===== src/rtl/muxn_seq_pkg.sv =====
// muxn_seq_pkg: mode encodings and select-width helper shared by the muxn_seq block
package muxn_seq_pkg;

    localparam logic MODE_DIRECT = 1'b0;
    localparam logic MODE_SCAN   = 1'b1;

    function automatic int selw_f(input int n);
        return (n > 2) ? $clog2(n) : 1;
    endfunction

endpackage


===== src/rtl/muxn_seq_ctr.sv =====
// muxn_seq_ctr: wrapping 0..NCH-1 scan counter with synchronous clear
module muxn_seq_ctr
    import muxn_seq_pkg::*;
#(
    parameter int NCH = 3,
    localparam int CW = selw_f(NCH)
) (
    input  logic          clk,
    input  logic          rst_n,
    input  logic          en,
    input  logic          clr,
    output logic [CW-1:0] cnt,
    output logic          last
);

    assign last = int'(cnt) == NCH - 1;

    // clear wins over advance; advance wraps after the last channel
    always_ff @(posedge clk or negedge rst_n)
        if (!rst_n)
            cnt <= '0;
        else if (clr)
            cnt <= '0;
        else if (en)
            cnt <= last ? '0 : cnt + 1'b1;

endmodule


===== src/rtl/muxn_seq.sv =====
// muxn_seq: registered N-channel mux, direct or auto-scan select; sel_err check under MUXN_SEQ_SELERR_EN
module muxn_seq
    import muxn_seq_pkg::*;
#(
    parameter int W = 9,
    parameter int NCH = 3,
    localparam int SELW = selw_f(NCH)
) (
    input  logic             clk,
    input  logic             rst_n,
    input  logic [NCH*W-1:0] in_data,
    input  logic             in_valid,
    output logic             in_ready,
    input  logic             mode,
    input  logic [SELW-1:0]  sel,
    output logic [W-1:0]     out_data,
    output logic [SELW-1:0]  out_ch,
    output logic             out_valid,
    input  logic             out_ready,
    output logic             scan_last,
    output logic             sel_err
);

    logic [W-1:0]    chans [NCH];
    logic [SELW-1:0] ch;
    logic [SELW-1:0] cnt;
    logic            cnt_last;
    logic            acc;

    for (genvar k = 0; k < NCH; k++) begin : g_ch
        assign chans[k] = in_data[k*W +: W];
    end

    assign in_ready = !out_valid || out_ready;
    assign acc      = in_valid && in_ready;
    assign ch       = (mode == MODE_SCAN) ? cnt : sel;

    muxn_seq_ctr #(.NCH(NCH)) u_ctr (
        .clk   (clk),
        .rst_n (rst_n),
        .en    (acc && mode == MODE_SCAN),
        .clr   (mode == MODE_DIRECT),
        .cnt   (cnt),
        .last  (cnt_last)
    );

    // output stage: load on accept, drop valid once consumed, hold under backpressure
    always_ff @(posedge clk or negedge rst_n)
        if (!rst_n) begin
            out_data  <= '0;
            out_ch    <= '0;
            out_valid <= 1'b0;
            scan_last <= 1'b0;
        end else if (acc) begin
            out_data  <= (int'(ch) < NCH) ? chans[ch] : '0;
            out_ch    <= ch;
            out_valid <= 1'b1;
            scan_last <= (mode == MODE_SCAN) && cnt_last;
        end else if (out_ready)
            out_valid <= 1'b0;

`ifdef MUXN_SEQ_SELERR_EN
    // sticky flag for a direct-mode beat addressing a channel that does not exist
    always_ff @(posedge clk or negedge rst_n)
        if (!rst_n)
            sel_err <= 1'b0;
        else if (acc && mode == MODE_DIRECT && int'(sel) >= NCH)
            sel_err <= 1'b1;
`else
    assign sel_err = 1'b0;
`endif

endmodule


===== config.mk =====
export PLATFORM = sky130hd
export DESIGN_NAME = muxn_seq
export DESIGN_NICKNAME = d
export VERILOG_FILES = /design/src/rtl/muxn_seq_pkg.sv /design/src/rtl/muxn_seq_ctr.sv /design/src/rtl/muxn_seq.sv
export SDC_FILE = /design/constraint.sdc
export NUM_CORES = 1
export LEC_CHECK = 0
export CAP_MARGIN = 20
export CORE_ASPECT_RATIO = 1.1
export CORE_MARGIN = 4
export CORE_UTILIZATION = 41
export CTS_BUF_LIST = sky130_fd_sc_hd__clkbuf_2 sky130_fd_sc_hd__clkbuf_4 sky130_fd_sc_hd__clkbuf_8
export DETAILED_ROUTE_END_ITERATION = 7
export HOLD_SLACK_MARGIN = 0.12
export PLACE_DENSITY = 0.9
export SLEW_MARGIN = 15
export SYNTH_ARGS = -nofsm -noshare
export SYNTH_HDL_FRONTEND = slang
export SYNTH_SLANG_ARGS = --single-unit

===== constraint.sdc =====
create_clock -name clk -period 1.9 [get_ports clk]
set_clock_uncertainty 0.1 [all_clocks]
set_input_delay 0.19 -clock clk [delete_from_list [all_inputs] [get_ports clk]]
set_output_delay 0.19 -clock clk [all_outputs]
set_load 0.05 [all_outputs]

==> results.py, run 1 <==
metrics = {
    "synthesis": {
        "syn_area_per_cell_sq_um": 8.83,
        "synth_seq_area_share_pct": 38.7,
        "synth_cell_type_count": 25,
        "synth_cells": 110,
        "ys_ff_latch": 15,
        "yosys_warnings": 0,
        "syn_nets": 144,
        "synthesis.area_sq_um": 971,
    },
    "place": {
        "dpl.hpwl_mm": 2.33,
        "io_buffers": 47,
        "dpl_worst_slack_ns": 0.0264,
        "gp_congestion": 0.789,
    },
    "drt": {
        "ant_nets": 0,
        "via_count": 1039,
        "vias_per_cell": 5.50,
        "wl_mm": 3.00,
        "drt_pre_antenna_iters": 4,
        "drt_iter0_drc": 30,
        "wl_per_cell_um": 15.9,
        "drc": 0,
    },
    "clocking": {
        "postCtsSetupBuffers": 0,
        "cts_buffer_depth": 2,
        "h-tree-depth": 1,
        "cts_sinks": 15,
        "cts_buffers": 3,
        "cts_hold_buf": 0,
        "cts_resized": 0,
        "clkLatencyLatePin_ns": 0.28,
        "clk_pin_slew_ns": 0.09,
        "clockRootBuffer": "clkbuf_4",
        "cts_tree": "built",
    },
    "setup_path": {
        "crit_family": "buffers and inverters",
        "slowest_stage": "clkdlybuf4s50_1",
        "path_max_fanout": 2,
        "crit_buf_inv": 1,
        "path_class": "flip-flop to output pin",
        "startpoint_type": "flip-flop",
        "path_cells": "clkdlybuf4s50_1",
        "critPathCaptureType": "output pin",
        "arrival_ns": 1.47,
        "crit_path_max_incr_delay_ns": 0.83,
        "required_ns": 1.61,
    },
    "timing": {
        "worst_pin_slew_ns": 0.527,
        "timing.setup.tns_ns": 0,
        "hold_viol_final": 0,
        "layout_min_cycle_time_ns": 1.76,
        "slew_violations": 0,
        "setup-violations-final": 0,
        "worst_slack_ns": 0.145,
        "timing.fmax_ghz": 0.570,
        "relSlewSlack_pct": 64.7,
        "rsz0062_at_grt": "no",
        "post-route-period-util_pct": 92.4,
    },
    "die": {
        "initial_utilization_pct": 43.1,
        "io_pins": 49,
        "die_width_um": 54.4,
        "fp.coreArea_sq_um": 2250,
        "die-area_sq_um": 3210,
        "rows": 18,
        "die_h_um": 59.0,
    },
    "final_layout": {
        "final_cell_mix": "clkdlybuf4s50_1 (46), nand2_1 (32), dfrtp_1 (15)",
        "syn_to_final_growth_pct": 55.7,
        "drive_gt1_share_pct": 20.8,
        "final_core_util_pct": 67.1,
        "nets": 194,
        "n_antenna_cell": 0,
        "mostFrequentLayoutCell": "clkdlybuf4s50_1",
        "nFillCells": 177,
    },
    "global_routing": {
        "grt_first_pass_wirelength_mm": 4.70,
        "grt_max_degree": 16,
        "antenna_found_initial": 0,
        "grt_pass1_vias": 1050,
        "grt_overflow": 0,
        "grt_use_total_pct": 20.0,
    },
    "run": {
        "maxCapViolations": 0,
    },
    "power": {
        "p_leak_uw": 0.000614,
        "ir_worst_vdd_mv": 0.383,
        "powerDensity_nw_per_um2": 758,
    },
    "run_status": {
        "status": "finished, final reports clean",
    },
    "hold_path": {
        "hp-class": "input port to asynchronous set/reset pin",
    },
}
-- area by class of cell --
cell class	count	area, sq um	area share (%)
multi-input combinational	85	519	34.4
inverter	1	3.75	0.248
timing repair buffer	54	546	36.1
clock buffer	4	30.0	1.99
tap	30	37.5	2.48
sequential	15	375	24.8
-- flip-flops by register name (all words and copies together), names as in the netlist --
register   cells
out_data       9
out_ch         2
u_ctr.cnt      2
out_valid      1
scan_last      1
-- report_power, final --
group          total, uW  switching [uW]  internal [uW]  leakage, uW
Sequential           399            32.7            367     0.000182
Combinational        552             329            223     0.000414
Clock                194            98.8           95.5    0.0000184
-- worst paths after layout --
path | start | to | slack [ns] | cells after the start
setup / recovery | out_data[0] | out_data[0] | 0.14 | 1
hold / removal | rst_n | out_data[0] | 0.13 | 2
setup reg to reg | u_ctr.cnt[0] | out_data[6] | 0.38 | 4
hold reg to reg | scan_last | scan_last | 0.39 | 2
max in group asynchronous | rst_n | out_data[6] | 1.39 | 2
min in group clk | scan_last | scan_last | 0.39 | 2
-- Yosys cell counts --
cell type | instances | area share (%)
nor2_1 | 2 | 0.77
nor2_2 | 1 | 0.64
mux2i_4 | 1 | 2.3
o31ai_1 | 1 | 0.77
a21oi_1 | 11 | 5.7
o21ai_2 | 9 | 8.1
buf_12 | 1 | 2.1
clkbuf_2 | 1 | 0.51
or3_1 | 1 | 0.64
a22oi_1 | 9 | 7.0
buf_4 | 1 | 0.77
nand2b_1 | 2 | 1.3
o2111a_1 | 1 | 1.2
nand4b_1 | 1 | 0.90
a21boi_0 | 2 | 1.5
buf_2 | 2 | 1.0
a21oi_2 | 9 | 8.1
nor2b_1 | 1 | 0.64
clkbuf_1 | 2 | 0.77
and3_4 | 1 | 1.2
buf_6 | 2 | 2.3
inv_1 | 1 | 0.39
nand2_1 | 32 | 12
conb_1 | 1 | 0.39
dfrtp_1 | 15 | 39
-- routing by layer --
| layer | track usage [%] | vias up | routed length (um) |
|---|---|---|---|
| li1 | - | 480 | - |
| met1 | 24.5 | 508 | 1240 |
| met2 | 34.0 | 47 | 1500 |
| met3 | 2.52 | 4 | 228 |
| met4 | 9.61 | 0 | 32 |
| met5 | 0 | - | 0 |
-- cells by family after synthesis --
family / after synthesis / synth area share, %
buffers and inverters: 10 / 7.86
other: 1 / 0.386
AOI/OAI and AO/OA: 42 / 32.3
DFF: 15 / 38.7
and+or+nand+nor: 41 / 18.4
muxes: 1 / 2.32
-- per-stage QoR --
step / hold slack (ns) / instance area [sq um] / instances / power (uW)
after global routing: 0.147 / 1510 / 189 / 1210
final: 0.126 / 1510 / 189 / 1150
after global placement: 0.364 / 1480 / 185 / 939
after detailed placement: 0.372 / 1480 / 185 / 958
after floorplan: -0.206 / 971 / 110 / 734
after CTS: 0.128 / 1510 / 189 / 1150
Note: power is estimated with default switching activity, not from simulation.
==> inputs of run 2 (changes only) <==
==> constraint.sdc (replaced) <==
create_clock -name clk -period 1.9 [get_ports clk]
set_clock_uncertainty 0.1 [all_clocks]
set_input_delay 0.38 -clock clk [delete_from_list [all_inputs] [get_ports clk]]
set_output_delay 0.38 -clock clk [all_outputs]
set_load 0.05 [all_outputs]
==> run 2 against run 1 <==
  * Critical path depth up 3
  * Hold slack gained 0.18 ns
  * Cell count is 1.1% higher
  * Critical path type is now input port to output pin
  * Largest cell class unchanged
==> results.py, run 2 (same netlist as run 1, synthesis figures left out) <==
metrics = {
    "drt": {
        "drt_pre_antenna_iters": 5,
        "drc": 0,
        "wl_mm": 3.09,
        "ant_nets": 0,
        "drt_iter0_drc": 27,
        "wl_per_cell_um": 16.2,
        "via_count": 1023,
        "vias_per_cell": 5.36,
    },
    "clocking": {
        "cts_tree": "built",
        "cts_sinks": 15,
        "postCtsSetupBuffers": 0,
        "cts_hold_buf": 0,
        "clk_pin_slew_ns": 0.09,
        "cts_buffer_depth": 2,
        "cts_buffers": 3,
        "clkLatencyLatePin_ns": 0.28,
        "clockRootBuffer": "clkbuf_4",
        "h-tree-depth": 1,
    },
    "power": {
        "powerDensity_nw_per_um2": 762,
        "ir_worst_vdd_mv": 0.427,
        "p_leak_uw": 0.000638,
        "p_sw_share_pct": 41.1,
        "switching_power_uw": 468,
        "internal_power_uw": 672,
        "power_frac_seq_pct": 35.2,
        "comb_power_share_pct": 47.1,
        "clkPwrFrac_pct": 17.7,
    },
    "setup_path": {
        "startpoint_type": "input port",
        "path_max_fanout": 6,
        "reg2reg_from": "u_ctr.cnt[0]",
        "critPathCaptureType": "output pin",
        "path_class": "input port to output pin",
        "required_ns": 1.42,
        "startpoint": "out_ready",
        "arrival_ns": 1.32,
    },
    "run_status": {
        "status": "finished, final reports clean",
    },
    "timing": {
        "timing.fmax_ghz": 0.557,
        "relSlewSlack_pct": 66.3,
        "slew_violations": 0,
        "layout_min_cycle_time_ns": 1.80,
        "rsz0062_at_grt": "no",
        "post-route-period-util_pct": 94.6,
        "hold_viol_final": 0,
        "worst_pin_slew_ns": 0.506,
        "worst_slack_ns": 0.103,
        "setup-violations-final": 0,
    },
    "final_layout": {
        "seqCellArea_sq_um": 375,
        "multiInputGateArea_sq_um": 522,
        "final_cells": 191,
        "nFillCells": 168,
        "largest-register": "out_data",
        "nets": 196,
        "syn_to_final_growth_pct": 54.1,
        "largestRegisters": "out_data (9), out_ch (2), u_ctr.cnt (2)",
        "n_antenna_cell": 0,
        "drive_gt1_share_pct": 30.4,
        "largest_reg_flops": 9,
        "final_cell_mix": "clkdlybuf4s50_1 (33), nand2_1 (32), buf_4 (21)",
        "mostFrequentLayoutCell": "clkdlybuf4s50_1",
    },
    "die": {
        "initial_utilization_pct": 43.1,
        "die_width_um": 54.4,
        "fp.coreArea_sq_um": 2250,
        "rows": 18,
        "io_pins": 49,
        "die-area_sq_um": 3210,
        "die_h_um": 59.0,
    },
    "place": {
        "dpl_worst_slack_ns": -0.0482,
        "dp.cells": 187,
        "dpl.hpwl_mm": 2.37,
        "io_buffers": 47,
        "gp_congestion": 0.764,
    },
    "global_routing": {
        "grt_max_degree": 16,
        "antenna_found_initial": 0,
        "grt_first_pass_wirelength_mm": 4.69,
        "grt_use_total_pct": 20.1,
        "grt_pass1_vias": 1025,
        "grt_overflow": 0,
    },
    "hold_path": {
        "hp-class": "input port to asynchronous set/reset pin",
    },
    "run": {
        "maxCapViolations": 0,
    },
}
[run 2: cell types whose count changed in the layout (fill, tap and decap cells not counted)]
cell	before	now
buf_4	6	21
clkdlybuf4s50_1	46	33
nand2b_1	2	1
nand2b_2	0	1
[run 2: layer usage]
layer	track usage, %	vias up	part of all wire, %
met4	5.34	0	1.6
met3	2.27	8	7.1
met1	23.6	483	40
met5	0	-	0
li1	-	481	-
met2	37.3	51	51
[run 2: area by class of cell]
type                    count  share of cell area (%)
clock buffers               4                    2.01
inverters                   1                   0.251
multi-input cells          85                    34.9
flip-flops and latches     15                    25.1
well taps                  30                    2.51
repair buffers             56                    35.3
[run 2: per-stage QoR]
step	cell area, sq um	setup TNS, ns	hold WS [ns]	utilization [%]	power (uW)
after floorplan	971	0	-0.0156	-	734
after global placement	1460	-0.0923	0.366	65.0	927
after detailed placement	1460	-0.305	0.368	65.0	945
after CTS	1490	0	0.307	66.3	1150
after global routing	1500	0	0.315	66.4	1190
final	1500	0	0.308	66.4	1140
[run 2: final timing paths]
path | to | slack, ns | cells after the start
min | out_data[5] | 0.31 | 2
min reg2reg | scan_last | 0.39 | 2
min in group clk | scan_last | 0.39 | 2
max in group asynchronous | u_ctr.cnt[1] | 1.21 | 2
max reg2reg | out_data[4] | 0.38 | 4
max | in_ready | 0.10 | 4
[run 2: critical path, cell delays in order]
cell and delay, ns:
clkdlybuf4s50_1 0.39, nand2b_2 0.23, buf_4 0.17, buf_12 0.14
[run 2: timing repair]
action | 4_1_cts | 5_1_grt
setup endpoints to repair | 0 | 1
gates resized for setup | 0 | 1
hold endpoints to repair | 0 | 0
[run 2: power groups by stage]
stage	Combinational, uW	Clock [uW]	Sequential [uW]
after detailed placement	538	0	407
after CTS	539	206	401
after global placement	524	0	404
final	537	202	401
after global routing	567	218	410
after floorplan	173	0	561
==> RTL edit 1: new RTL, flow settings as in run 1 <==
Add a define of `MUXN_SEQ_SELERR_EN`.
--- a/src/rtl/muxn_seq.sv
+++ b/src/rtl/muxn_seq.sv
@@ -1,3 +1,5 @@
 // muxn_seq: registered N-channel mux, direct or auto-scan select; sel_err check under MUXN_SEQ_SELERR_EN
+`define MUXN_SEQ_SELERR_EN
+
 module muxn_seq
     import muxn_seq_pkg::*;
Function: changed (Yosys sat finds a counterexample within 4 cycles, from zero or initial values and one cycle with rst_n low).
==> RTL edit 1 against run 1 <==
- area after synthesis grew 3.0%
- register-to-register slack gained 20 ps
- fmax decreased by 1.3%
- critical path type unchanged
- first-iteration DRC count down 10%
- combinational power rose by 0.9%
- cell area up 3.3%
- sequential cell count up 1
- critical endpoint is now out_data[2]
- worst setup slack got worse by 24 ps
- non-clock buffer count rose by 2
- largest power group unchanged
- wire length grew 0.70%
- power up 6.0%
==> RTL edit 1: results (changes against run 1) <==
Dpl ws: 56.1 ps (was 26.4 ps)
VDD IR max: 0.444 mV (was 0.383 mV)
Top Registers: out_data x9, out_ch x2, u_ctr.cnt x2 (unchanged)
DP HPWL: 2220 µm (was 2330 µm)
Pre-Repair DR Iteration Count: 4 (unchanged)
Antenna violations before repair: 0 (unchanged)
Total routed wirelength: 3020 µm (was 3000 µm)
Sequential area share after synthesis: 0.401 (was 0.387)
Total gr overflow: 0 (unchanged)
Worst stage delay on the critical path: 810 ps (was 830 ps)
Routed vias/inst: 5.44 (was 5.50)
Area after DPL: 1520 µm² (was 1480 µm²)
CP Launch Point: out_data[2] (was out_data[0])
WP data arrival: 1490 ps (was 1470 ps)
Root Driver: clkbuf_4 (unchanged)
Most frequent cells after synthesis: 32 x nand2_1, 16 x dfrtp_1, 11 x a21oi_1 (was 32 x nand2_1, 15 x dfrtp_1, 11 x a21oi_1)
HP Start: out_data[5]
Routability cong.: 0.744 (was 0.789)
Worst r2r src: u_ctr.cnt[0] (unchanged)
Clock slew at reported path FFs: 100 ps
YS warnings: 0 (unchanged)
Critical-path top delay cell: clkdlybuf4s50_1 (unchanged)
Post-layout instance count excluding filler cells: 193 (was 189)
Slew headroom: 0.660 (was 0.647)
Hold Crit Class: reg2reg (was in2async)
Antenna cell count: 0 (unchanged)
First-pass GRT wire length: 5040 µm (was 4700 µm)
Synth top area cells: dfrtp_1 40%, nand2_1 12%, a21oi_2 7.9% (was dfrtp_1 39%, nand2_1 12%, a21oi_2 8.1%)
Total GRT Usage: 0.213 (was 0.200)
Vias in the first global route: 1,045 (was 1,050)
Status: finished, final reports clean (unchanged)
Initial DRC count: 27 (was 30)
IO buf count: 48 (was 47)
CTS buffer count: 3 (unchanged)
Layout cells sized above 1: 0.202 (was 0.208)
Post-synthesis adder-cell area fraction: 0 (unchanged)
CP delay by family, top: buffers and inverters (unchanged)
Post-cts sizing count: 0 (unchanged)
Avg Inst Size Synth: 9.01 µm² (was 8.83 µm²)
Largest net degree at the start of global routing: 17 (was 16)
Leakage power: 0.631 nW (was 0.614 nW)
Synth unique cells: 24 (was 25)
Syn nets: 145 (was 144)
Synth Area in Compound Gates: 0.322 (was 0.323)
Mux cell area share after synthesis: 0.0225 (was 0.0232)
Clk buf depth: 2 (unchanged)
Number of nets in the layout: 198 (was 194)
## RTL edit 1: worst paths after layout
| path | slack (ps) | cells past startpoint | to |
|---|---|---|---|
| max in group asynchronous | 870 | 3 | u_ctr.cnt[1] |
| setup / recovery | 120 | 1 | out_data[2] |
| min in group asynchronous | 650 | 3 | out_data[7] |
| hold / removal | 380 | 2 | out_data[5] |
| hold reg to reg | 380 | 2 | out_data[5] |
| setup reg to reg | 400 | 4 | out_data[0] |
## RTL edit 1: where the power goes
part	internal, mW	leakage (nW)	switching (mW)
Sequential	0.391	0.192	0.0345
Combinational	0.226	0.418	0.330
Clock	0.117	0.0210	0.116
## RTL edit 1: kinds of logic (layout without fill, tap and decap cells)
family,after synthesis,after routing
AND/OR/NAND/NOR,42,42
AO/OA/AOI/OAI,43,43
buffers and inverters,9,61
multiplexers,1,1
flip-flops,16,16
## RTL edit 1: area by class of cell
class	instances	area [µm²]
Multi-Input combinational cell	86	531
Tap cell	30	37.5
Clock buffer	4	36.3
Timing Repair Buffer	56	553
Sequential cell	16	400
Inverter	1	3.75
Fill cell	197	736
## RTL edit 1: what timing repair did
action,in CTS,in global routing
hold buffers,1,0
setup buffers,0,0
hold endpoints to repair,16,0
## RTL edit 1: routing by layer
layer | GRT usage | vias up | wire length, µm
met5 | 0 | - | 0
met4 | 0.0833 | 0 | 66
met3 | 0.0200 | 12 | 211
met2 | 0.373 | 56 | 1650
met1 | 0.263 | 487 | 1100
li1 | - | 495 | -
==> RTL edit 2: new RTL, config.mk and constraints of run 1 <==
Without the edit above. Change the parameter `W` from 9 to 8.
--- a/src/rtl/muxn_seq.sv
+++ b/src/rtl/muxn_seq.sv
@@ -3,5 +3,5 @@
     import muxn_seq_pkg::*;
 #(
-    parameter int W = 9,
+    parameter int W = 8,
     parameter int NCH = 3,
     localparam int SELW = selw_f(NCH)
Ports: changed (resized in_data and out_data); port bits go from 49 to 45. The function was not compared with the original's and may differ.
==> RTL edit 2 against run 1 <==
- worst setup slack got worse by 4.6 ps
- global-route usage shrank 0.90 points
- cell area shrank 8.9%
- combinational power is 11% lower
- area after synthesis fell by 9.0%
- power fell by 5.2%
- sequential cell count fell by 1
- wire length decreased by 9.4%
- largest cell class unchanged
==> RTL edit 2: results (changes against run 1) <==
Status: finished, final reports clean (unchanged)
Synth unique cells: 23 (was 25)
Leakage power: 0.566 nW (was 0.614 nW)
VDD IR max: 0.428 mV (was 0.383 mV)
Met2 GRT Util: 0.305 (was 0.340)
Grt met3 use: 0.0371 (was 0.0252)
DP HPWL: 2000 µm (was 2330 µm)
Synth async-reset ratio: 1.00 (unchanged)
Synth top area cells: dfrtp_1 40%, nand2_1 12%, a21oi_2 7.9% (was dfrtp_1 39%, nand2_1 12%, a21oi_2 8.1%)
Total GRT Usage: 0.191 (was 0.200)
Layout cells sized above 1: 0.199 (was 0.208)
Reg-to-reg slack, setup: 420 ps (was 380 ps)
IO buf count: 43 (was 47)
R2R Path End: out_data[0] (was out_data[6])
Vias in the first global route: 878 (was 1,050)
Largest net degree at the start of global routing: 15 (was 16)
Most frequent cells after synthesis: 29 x nand2_1, 14 x dfrtp_1, 10 x a21oi_1 (was 32 x nand2_1, 15 x dfrtp_1, 11 x a21oi_1)
Area after DPL: 1340 µm² (was 1480 µm²)
First-pass GRT wire length: 4250 µm (was 4700 µm)
Worst Max-Slew Pin Slew: 636 ps (was 527 ps)
Syn nets: 132 (was 144)
Vias: 937 (was 1,039)
Top Registers: out_data x8, out_ch x2, u_ctr.cnt x2 (was out_data x9, out_ch x2, u_ctr.cnt x2)
Number of nets in the layout: 178 (was 194)
Routability cong.: 0.879 (was 0.789)
Initial DRC count: 23 (was 30)
Total routed wirelength: 2720 µm (was 3000 µm)
RTL edit 2: cell types whose count changed in the layout (fill, tap and decap cells not counted), sizes merged:
cell	run 1	this run
a21oi	20	18
a22oi	9	8
buf	8	7
clkdlybuf4s50	46	42
dfrtp	15	14
nand2	32	29
o21ai	9	8
RTL edit 2: layout make-up:
type	instances	area (µm²)
clock buffer	4	36.3
timing repair buffer	49	485
tap	28	35.0
fill	166	643
multi-input combinational	78	467
inverter	1	3.75
sequential	14	350
RTL edit 2: power by group:
part	internal (mW)	total [mW]	leakage [nW]	switching [mW]
sequential	0.341	0.371	0.171	0.0297
combinational	0.198	0.489	0.374	0.291
clock	0.117	0.227	0.0210	0.110
RTL edit 2: per-stage QoR:
stage	hold WS, ps	util	setup slack (ps)	instances
final	190	0.682	140	174
after global routing	249	0.682	95.7	174
after CTS	218	0.682	140	174
after detailed placement	367	0.664	81.9	170
after global placement	360	0.664	134	170
after floorplan	-206	-	150	101
RTL edit 2: layer usage:
layer / vias to the layer above / wire, µm
met5: - / 0
met4: 0 / 44
met3: 6 / 248
met2: 52 / 1280
met1: 441 / 1150
li1: 438 / -
RTL edit 2: worst max path at each step:
stage	start	endpoint	cells after the start
2_1_floorplan	out_valid	u_ctr.cnt[0]	5
3_3_place_gp	mode	out_data[1]	5
3_5_place_dp	mode	out_data[1]	5
4_1_cts	out_data[2]	out_data[2]	1
5_1_grt	scan_last	scan_last	1
6_report	out_data[2]	out_data[2]	1
RTL edit 2: logic make-up (layout without fill, tap and decap cells):
logic type / count (synthesis) / after routing / share of synthesized area
compound gates: 38 / 38 / 0.322
simple gates: 38 / 38 / 0.187
flops: 14 / 14 / 0.397
buf+inv: 9 / 54 / 0.0751
other cells: 1 / 1 / 0.00425
mux: 1 / 1 / 0.0156
